File: src/rtl/jt49_dcrm_mc.sv
// rtl/jt49_dcrm_mc.sv - time-multiplexed multi-channel DC removal filter
// One shared datapath walks the channels serially after each sample strobe.
module jt49_dcrm_mc #(
    parameter int SW = 8,
    parameter int CH = 3,
    parameter int DW = 10
) (
    input  logic             clk,
    input  logic             rst,
    input  logic             cen,
    input  logic [CH*SW-1:0] din,
    input  logic             sgn,
    input  logic [3:0]       kshift,
    input  logic             clr,
    output logic [CH*SW-1:0] dout,
    output logic             dout_valid,
    output logic             busy,
    output logic             overrun
);
    localparam int W = SW + DW + 1;
    localparam int CW = (CH > 1) ? $clog2(CH) : 1;
    localparam logic [CW-1:0] LAST = CW'(CH - 1);
    localparam logic [4:0] DWK = (DW > 15) ? 5'd15 : 5'(DW);

    typedef enum logic {IDLE, RUN} state_t;
    state_t state, state_nxt;

    logic [CW-1:0]         cnt;
    logic [CH*SW-1:0]      din_buf, res, res_nxt;
    logic                  sgn_buf;
    logic [3:0]            k_buf, k_in;
    logic signed [W-1:0]   integ [CH];
    logic signed [W-1:0]   err   [CH];

    logic [SW-1:0]         xin, sat;
    logic [SW:0]           x, q;
    logic [SW+1:0]         p;
    logic [W-1:0]          exact, pw, integ_nxt, err_nxt;
    logic [5:0]            sh;

    // kshift of 0 acts as 1, anything past DW acts as DW
    always_comb begin
        k_in = kshift;
        if (kshift == 4'd0)
            k_in = 4'd1;
        else if ({1'b0, kshift} > DWK)
            k_in = DWK[3:0];
    end

    always_comb begin
        xin       = din_buf[cnt*SW +: SW];
        x         = sgn_buf ? {xin[SW-1], xin} : {1'b0, xin};
        exact     = integ[cnt] + err[cnt];
        q         = exact[W-1:DW];
        p         = {x[SW], x} - {q[SW], q};
        pw        = {{(DW-1){p[SW+1]}}, p};
        sh        = 6'(DW) - {2'b00, k_buf};
        integ_nxt = integ[cnt] + (pw <<< sh);
        err_nxt   = {{(W-DW){1'b0}}, exact[DW-1:0]};
        if (p[SW+1:SW-1] == 3'b000 || p[SW+1:SW-1] == 3'b111)
            sat = p[SW-1:0];
        else if (p[SW+1])
            sat = {1'b1, {(SW-1){1'b0}}};
        else
            sat = {1'b0, {(SW-1){1'b1}}};
        res_nxt = res;
        res_nxt[cnt*SW +: SW] = sat;
    end

    always_comb begin
        state_nxt = state;
        case (state)
            IDLE: if (cen) state_nxt = RUN;
            RUN:  if (cnt == LAST) state_nxt = IDLE;
            default: state_nxt = IDLE;
        endcase
        if (clr)
            state_nxt = IDLE;
    end

    assign busy = (state == RUN);

    always_ff @(posedge clk or posedge rst) begin
        if (rst) begin
            state      <= IDLE;
            cnt        <= '0;
            din_buf    <= '0;
            sgn_buf    <= 1'b0;
            k_buf      <= 4'd1;
            res        <= '0;
            dout       <= '0;
            dout_valid <= 1'b0;
            overrun    <= 1'b0;
            for (int i = 0; i < CH; i++) begin
                integ[i] <= '0;
                err[i]   <= '0;
            end
        end else begin
            state      <= state_nxt;
            dout_valid <= 1'b0;
            if (clr) begin
                cnt <= '0;
                res <= '0;
                for (int i = 0; i < CH; i++) begin
                    integ[i] <= '0;
                    err[i]   <= '0;
                end
            end else begin
                if (state == IDLE && cen) begin
                    din_buf <= din;
                    sgn_buf <= sgn;
                    k_buf   <= k_in;
                    cnt     <= '0;
                end
                if (state == RUN) begin
                    integ[cnt] <= integ_nxt;
                    err[cnt]   <= err_nxt;
                    res        <= res_nxt;
                    cnt        <= cnt + 1'b1;
                    if (cnt == LAST) begin
                        dout       <= res_nxt;
                        dout_valid <= 1'b1;
                    end
                    // a strobe landing on a busy cycle loses its frame
                    if (cen)
                        overrun <= 1'b1;
                end
            end
        end
    end
endmodule

File: config.mk
export PLATFORM = sky130hd
export DESIGN_NAME = jt49_dcrm_mc
export DESIGN_NICKNAME = d
export VERILOG_FILES = /design/src/rtl/jt49_dcrm_mc.sv
export SDC_FILE = /design/constraint.sdc
export NUM_CORES = 1
export LEC_CHECK = 0
export ABC_AREA = 1
export BUFFER_PORTS_ARGS = -buffer_cell sky130_fd_sc_hd__buf_2
export CORE_ASPECT_RATIO = 2
export CORE_MARGIN = 1
export CORE_UTILIZATION = 62
export CTS_CLUSTER_DIAMETER = 80
export CTS_CLUSTER_SIZE = 24
export DETAILED_ROUTE_END_ITERATION = 10
export PLACE_DENSITY = 0.92
export SYNTH_ARGS = -nofsm -noshare
export SYNTH_HDL_FRONTEND = slang
export SYNTH_SLANG_ARGS = --single-unit
File: constraint.sdc
create_clock -name clk -period 8.3 [get_ports clk]
set_clock_uncertainty 0.05 [all_clocks]
set_input_delay 1.245 -clock clk [delete_from_list [all_inputs] [get_ports clk]]
set_output_delay 1.245 -clock clk [all_outputs]
set_load 0.02 [all_outputs]
# Word-level counts from Yosys, hierarchy flattened
# Index checks and enable logic that the tools add are counted.
# op_classes
muxes	32
reduce_logical	10
bitwise	3
n_eq_ne	2
n_addsub	6
n_lt_le_gt_ge	3
shift	4
# op_table
operator	n
57-bit two-way mux	4
57-bit bitwise mux	2
19-bit two-way mux	5
19-bit binary-select mux with 2-bit select	2
24-bit two-way mux	2
19-bit adder	2
19-bit demux with 2-bit select	1
5-bit negation with 34-bit output	1
8-bit by 34-bit variable shift with 24-bit output (first input constant)	1
8-bit by 34-bit indexed part select with 24-bit output	1
24-bit bitwise mux	1
24-bit by 6-bit indexed part select with 8-bit output	1
19-bit by 6-bit <<< shifter with 19-bit output	1
8-bit two-way mux	2
9-bit by 9-bit subtractor with 10-bit output	1
9-bit two-way mux	1
4-bit two-way mux	2
1-bit two-way mux	6
2-bit two-way mux	3
3-bit AND reduction	2
4-bit by 4-bit subtractor with 5-bit output (first input constant)	1
4-bit > comparator (second input constant)	1
4-bit logical NOT	1
3-bit equality test (second input constant)	1
13 further kinds	15
# totals
register_bits	196
input_bits	33
wordCells	75
output_inout_bits	27

# Longest topological paths before layout
# depth
depth_word	13
depth_mapped	48
depth_no_buf	46

# Least setup slack after synthesis
# Ideal clock, no wire load.
# synth_timing
path_kind	reg-to-reg
start	register cnt[0]
end	register integ[18] (netlist name)
path_slack_ns	2.201
synth_period_minus_slack_ns	6.099
required_ns	8.132
setup_ns	0.118
path_stages_with_launch	41
n_path_buf	0
arrival_ns	5.931
cell_sequence	dfrtp_1 -> nor2_1 -> inv_1 -> o21ai_0 -> ha_1 -> nand3_1 -> nand2_1 -> nand2_1 -> nand2_1 -> nand2_1 -> nand2_1 -> nand2_1 -> nand2_1 -> a21boi_0 -> o21bai_1 -> nand2_1 -> nand2_1 -> xor2_1 -> (+5 left out) -> nand2_2 -> inv_1 -> nand2_1 -> o21ai_0 -> nand2_1 -> o21ai_0 -> o21ai_0 -> o21ai_0 -> ha_1 -> nand2_1 -> nor3_1 -> inv_1 -> nor2_1 -> inv_1 -> o311ai_0 -> nand3_2 -> nand3_1 -> nand2_1
# synth_via
elab_chain_len	11
word_cells_on_any_way	21
classes_between	add/sub: 3; order compare: 2; shift: 2; mux: 12; bitwise: 1; reduce/logical: 1
# synth_lines
item	line	rtl
from (decl)	28	logic [CW-1:0] cnt;
from (signal assigned)	119	cnt <= cnt + 1'b1;
2-bit NOT with 3-bit output (implied by the code)	53, 58, 116	
19-bit binary-select mux with 2-bit select, on equally long branches	53, 58	
19-bit two-way mux, on equally long branches (2 in a row)	53, 58	
19-bit adder	53	exact = integ[cnt] + err[cnt];
9-bit by 9-bit subtractor with 10-bit output	55	p = {x[SW], x} - {q[SW], q};
19-bit by 6-bit <<< shifter with 19-bit output	58	integ_nxt = integ[cnt] + (pw <<< sh);
19-bit adder	58	
57-bit bitwise mux (*)	116	integ[cnt] <= integ_nxt;
57-bit two-way mux (*)	115	if (state == RUN) begin
57-bit two-way mux (*)	101	if (clr) begin
to (signal, indexed assignment)	116	
to (decl)	32	logic signed [W-1:0] integ [CH];
# Mark *: on every way between the ends. The rest lies on a longest branch, timed or not. The select of a mux whose other input is x is not followed.
# A chain may end at the register's enable or synchronous reset.

# Final worst setup path
# layout_timing
start	register cnt[0]
end	register integ[35] (netlist name)
# Same word-level chain as after synthesis.

==> results_dict.tcl <==
set metrics [dict create \
    status "finished, final reports clean" \
    setup_viol 0 \
    min_period_ns 7.70 \
    r2r_setup_slack_ns 0.60 \
    diodes 0 \
    r2r_start "cnt[0]" \
    cp_top_family "compound AO/OA/AOI/OAI gates" \
    r2r-end "integ[35]" \
    hold_viol 0 \
    cts_sinks 169 \
    ys_warn_count 0 \
    cap_violations 0 \
    clk_pin_slew_worst_paths_ns 0.06 \
    htreeDepth 4 \
    synth_cell_types 55 \
    clock_path_buffers 2 \
    cp_common_cell "nand2_1" \
    drtIter0Drc 795 \
    dr.pass1.iters 5 \
    critPathCaptureType "register" \
    fin_area_sq_mm 0.0114 \
    die_y_um 184 \
    nets 1504 \
    grt_max_degree 91 \
    startpoint "cnt[0]" \
    vias_per_cell 6.14 \
    rows 66 \
    fmax_ghz 0.130 \
    critPathArrivalTime_ns 7.97 \
    io_pins 60 \
    slew_headroom 0.154 \
    clkLatencyLatePin_ns 0.44 \
    critPathSlowestCell "dfrtp_2" \
    power_density_mw_per_mm2 358 \
    synth.yosys.seq_area_share 0.412 \
    yosys.area.top_type "dfrtp_1" \
    netlist_instances 1366 \
    postSynthAreaPerCell_sq_um 7.52 \
    cts_tree "built" \
    cp.required_ns 8.57 \
    slowest_delay_ns 0.61 \
    drcViolationCount 0 \
    synth_area_sq_mm 0.0103 \
    cp-start-kind "register" \
    grt_overflow 0 \
    synth_edf_count 0 \
    synth_top_flop_cell "dfrtp_1" \
    place_congestion 1.05 \
    antenna_found_initial 0 \
    cts_setup_buffers 0 \
    worst-setup-path-type "reg -> reg" \
    path_depth 35 \
    numCtsBuffers 17 \
    ir_worst_vdd_mv 0.172 \
    fin_tns_setup_ns 0 \
    min_path_cells 2 \
    dieArea_sq_mm 0.0171 \
    vias 10000 \
    slew_viol_final 0 \
    hp-class "reg -> reg" \
    period_share 0.927 \
    postPlaceCellArea_sq_mm 0.0108 \
    leakage_nw 5.66 \
    timing.critical_path.to "integ[35]" \
    cp_max_fo 17 \
    ys_ff_latch 169 \
    core-area_sq_mm 0.0163 \
    rsz0062_at_grt "false" \
    area_delta_synth_final_pct 10.7 \
    dp_hpwl_um 21500 \
    critPathBufInv 2 \
    grt_pass1_wl_um 47900 \
    drt-total-wl_um 30600 \
    drive_gt1_frac 0.102 \
    grt_pass1_vias 9909 \
    reg2reg_depth 35 \
    async_flop_share 1.00 \
    port_buffers 59 \
    avgRoutedWirePerCell_um 18.8 \
    die_x_um 93.0 \
    synth_top_area_share 0.409 \
    floorplan.initialDensity 0.632 \
    antenna_left 0 \
    track_usage 0.367 \
    cts_root_buffer "clkbuf_16" \
    max_slew.worst_pin.slew_ns 1.27 \
    yosys-top-cells-area "dfrtp_1, nand2_1, o21ai_0" \
]
-- power by group --
group          leakage [nW]  internal (mW)  switching, mW  total (mW)
Sequential             2.25          0.928         0.0548       0.982
Clock                 0.283          0.508          0.334       0.842
Combinational          3.13          0.680           1.57        2.25
Total                  5.66           2.12           1.96        4.08
-- sequential cells by signal, indices dropped and copies added, names as in the netlist, 2 cells and up --
name	flops
dout	24
res	24
k_buf	4
integ	57
din_buf	24
cnt	2
err	30
-- how the worst min path moves through the flow --
stage | startpoint | slack (ns) | end
global placement | sgn_buf | 0.40 | sgn_buf
CTS | din_buf[15] | 0.42 | din_buf[15]
global route | dout[13] | 0.44 | dout[13]
floorplan | sgn_buf | 0.39 | sgn_buf
finish | din_buf[15] | 0.42 | din_buf[15]
detailed placement | din_buf[13] | 0.41 | din_buf[13]
-- cell usage in the layout, fill, tap and decap left out, types with 13 or more instances in the layout --
master     netlist  final
nand2_1        389    389
dfrtp_1        168    167
o21ai_0        157    156
inv_1          155    153
a21oi_1         75     75
nand3_1         68     68
buf_2            1     59
nor2_1          59     58
ha_1            52     52
o22ai_1         48     48
xor2_1          19     19
clkbuf_16        0     17
nand2_2         15     15
o21ai_1         15     15
buf_4            1     13
-- area by class of cell --
type                    count  area [sq um]
repair buffers             72           393
clock inverters             7           144
fillers                  1258          4890
clock buffers              22           454
flip-flops and latches    169          4230
multi-input cells         998          5300
well taps                 204           255
inverters                 158           602
-- synth_stat cells (3+ instances only) --
| cell | number |
|---|---|
| dfrtp_1 | 168 |
| inv_1 | 155 |
| a21oi_1 | 75 |
| or2_2 | 5 |
| o21ai_1 | 15 |
| nor4_1 | 3 |
| a22o_1 | 7 |
| xor2_1 | 19 |
| nand3_2 | 3 |
| fa_1 | 3 |
| nand3_1 | 68 |
| a31oi_1 | 3 |
| o22ai_1 | 48 |
| o31ai_2 | 8 |
| o31ai_1 | 3 |
| nand4_1 | 7 |
| nor3_1 | 8 |
| clkbuf_1 | 44 |
| nand2_1 | 389 |
| nand2_2 | 15 |
| or2_1 | 3 |
| nor2_2 | 3 |
| xnor2_1 | 8 |
| o21ai_0 | 157 |
| ha_1 | 52 |
| nor2_1 | 59 |
-- logic make-up (layout without fill, tap and decap cells) --
logic type / count (synthesis) / count (layout) / synth area share
other: 1 / 8 / 0.000365
and+or+nand+nor: 566 / 566 / 0.228
DFF: 169 / 169 / 0.412
AOI/OAI and AO/OA: 341 / 341 / 0.191
xor gates and xnor gates: 28 / 28 / 0.0246
buffers and inverters: 206 / 259 / 0.0758
adders and majority gates: 55 / 55 / 0.0691
-- worst min-delay path, delay by kind of cell (launching register included) --
kind	cells	cell delay [ns]
AND/OR/NAND/NOR	2	0.09
flip-flops	1	0.34
-- what timing repair did --
| action | 4_1_cts | 5_1_grt |
|---|---|---|
| endpoints found under the setup margin | 0 | 15 |
| hold buffers | 0 | 0 |
| resized for setup | 0 | 3 |
| hold endpoints to repair | 0 | 0 |
-- per-stage QoR --
stage / setup WS (ns) / util / power (mW) / hold slack [ns] / cells
2_1_floorplan: 2.20 / - / 2.62 / 0.386 / 1373
5_1_grt: 0.116 / 0.700 / 4.33 / 0.437 / 1630
3_3_place_gp: 0.889 / 0.663 / 3.13 / 0.402 / 1601
4_1_cts: 0.596 / 0.699 / 4.01 / 0.423 / 1630
6_report: 0.604 / 0.700 / 4.08 / 0.419 / 1630
3_5_place_dp: 0.754 / 0.663 / 3.17 / 0.409 / 1601
-- metal layers --
metal | routed length (um) | GRT usage
met5 | 0 | 0
met4 | 3020 | 0.335
met3 | 1580 | 0.0536
met2 | 15700 | 0.649
met1 | 10400 | 0.359
No activity file was read; power rests on OpenSTA's default activity.
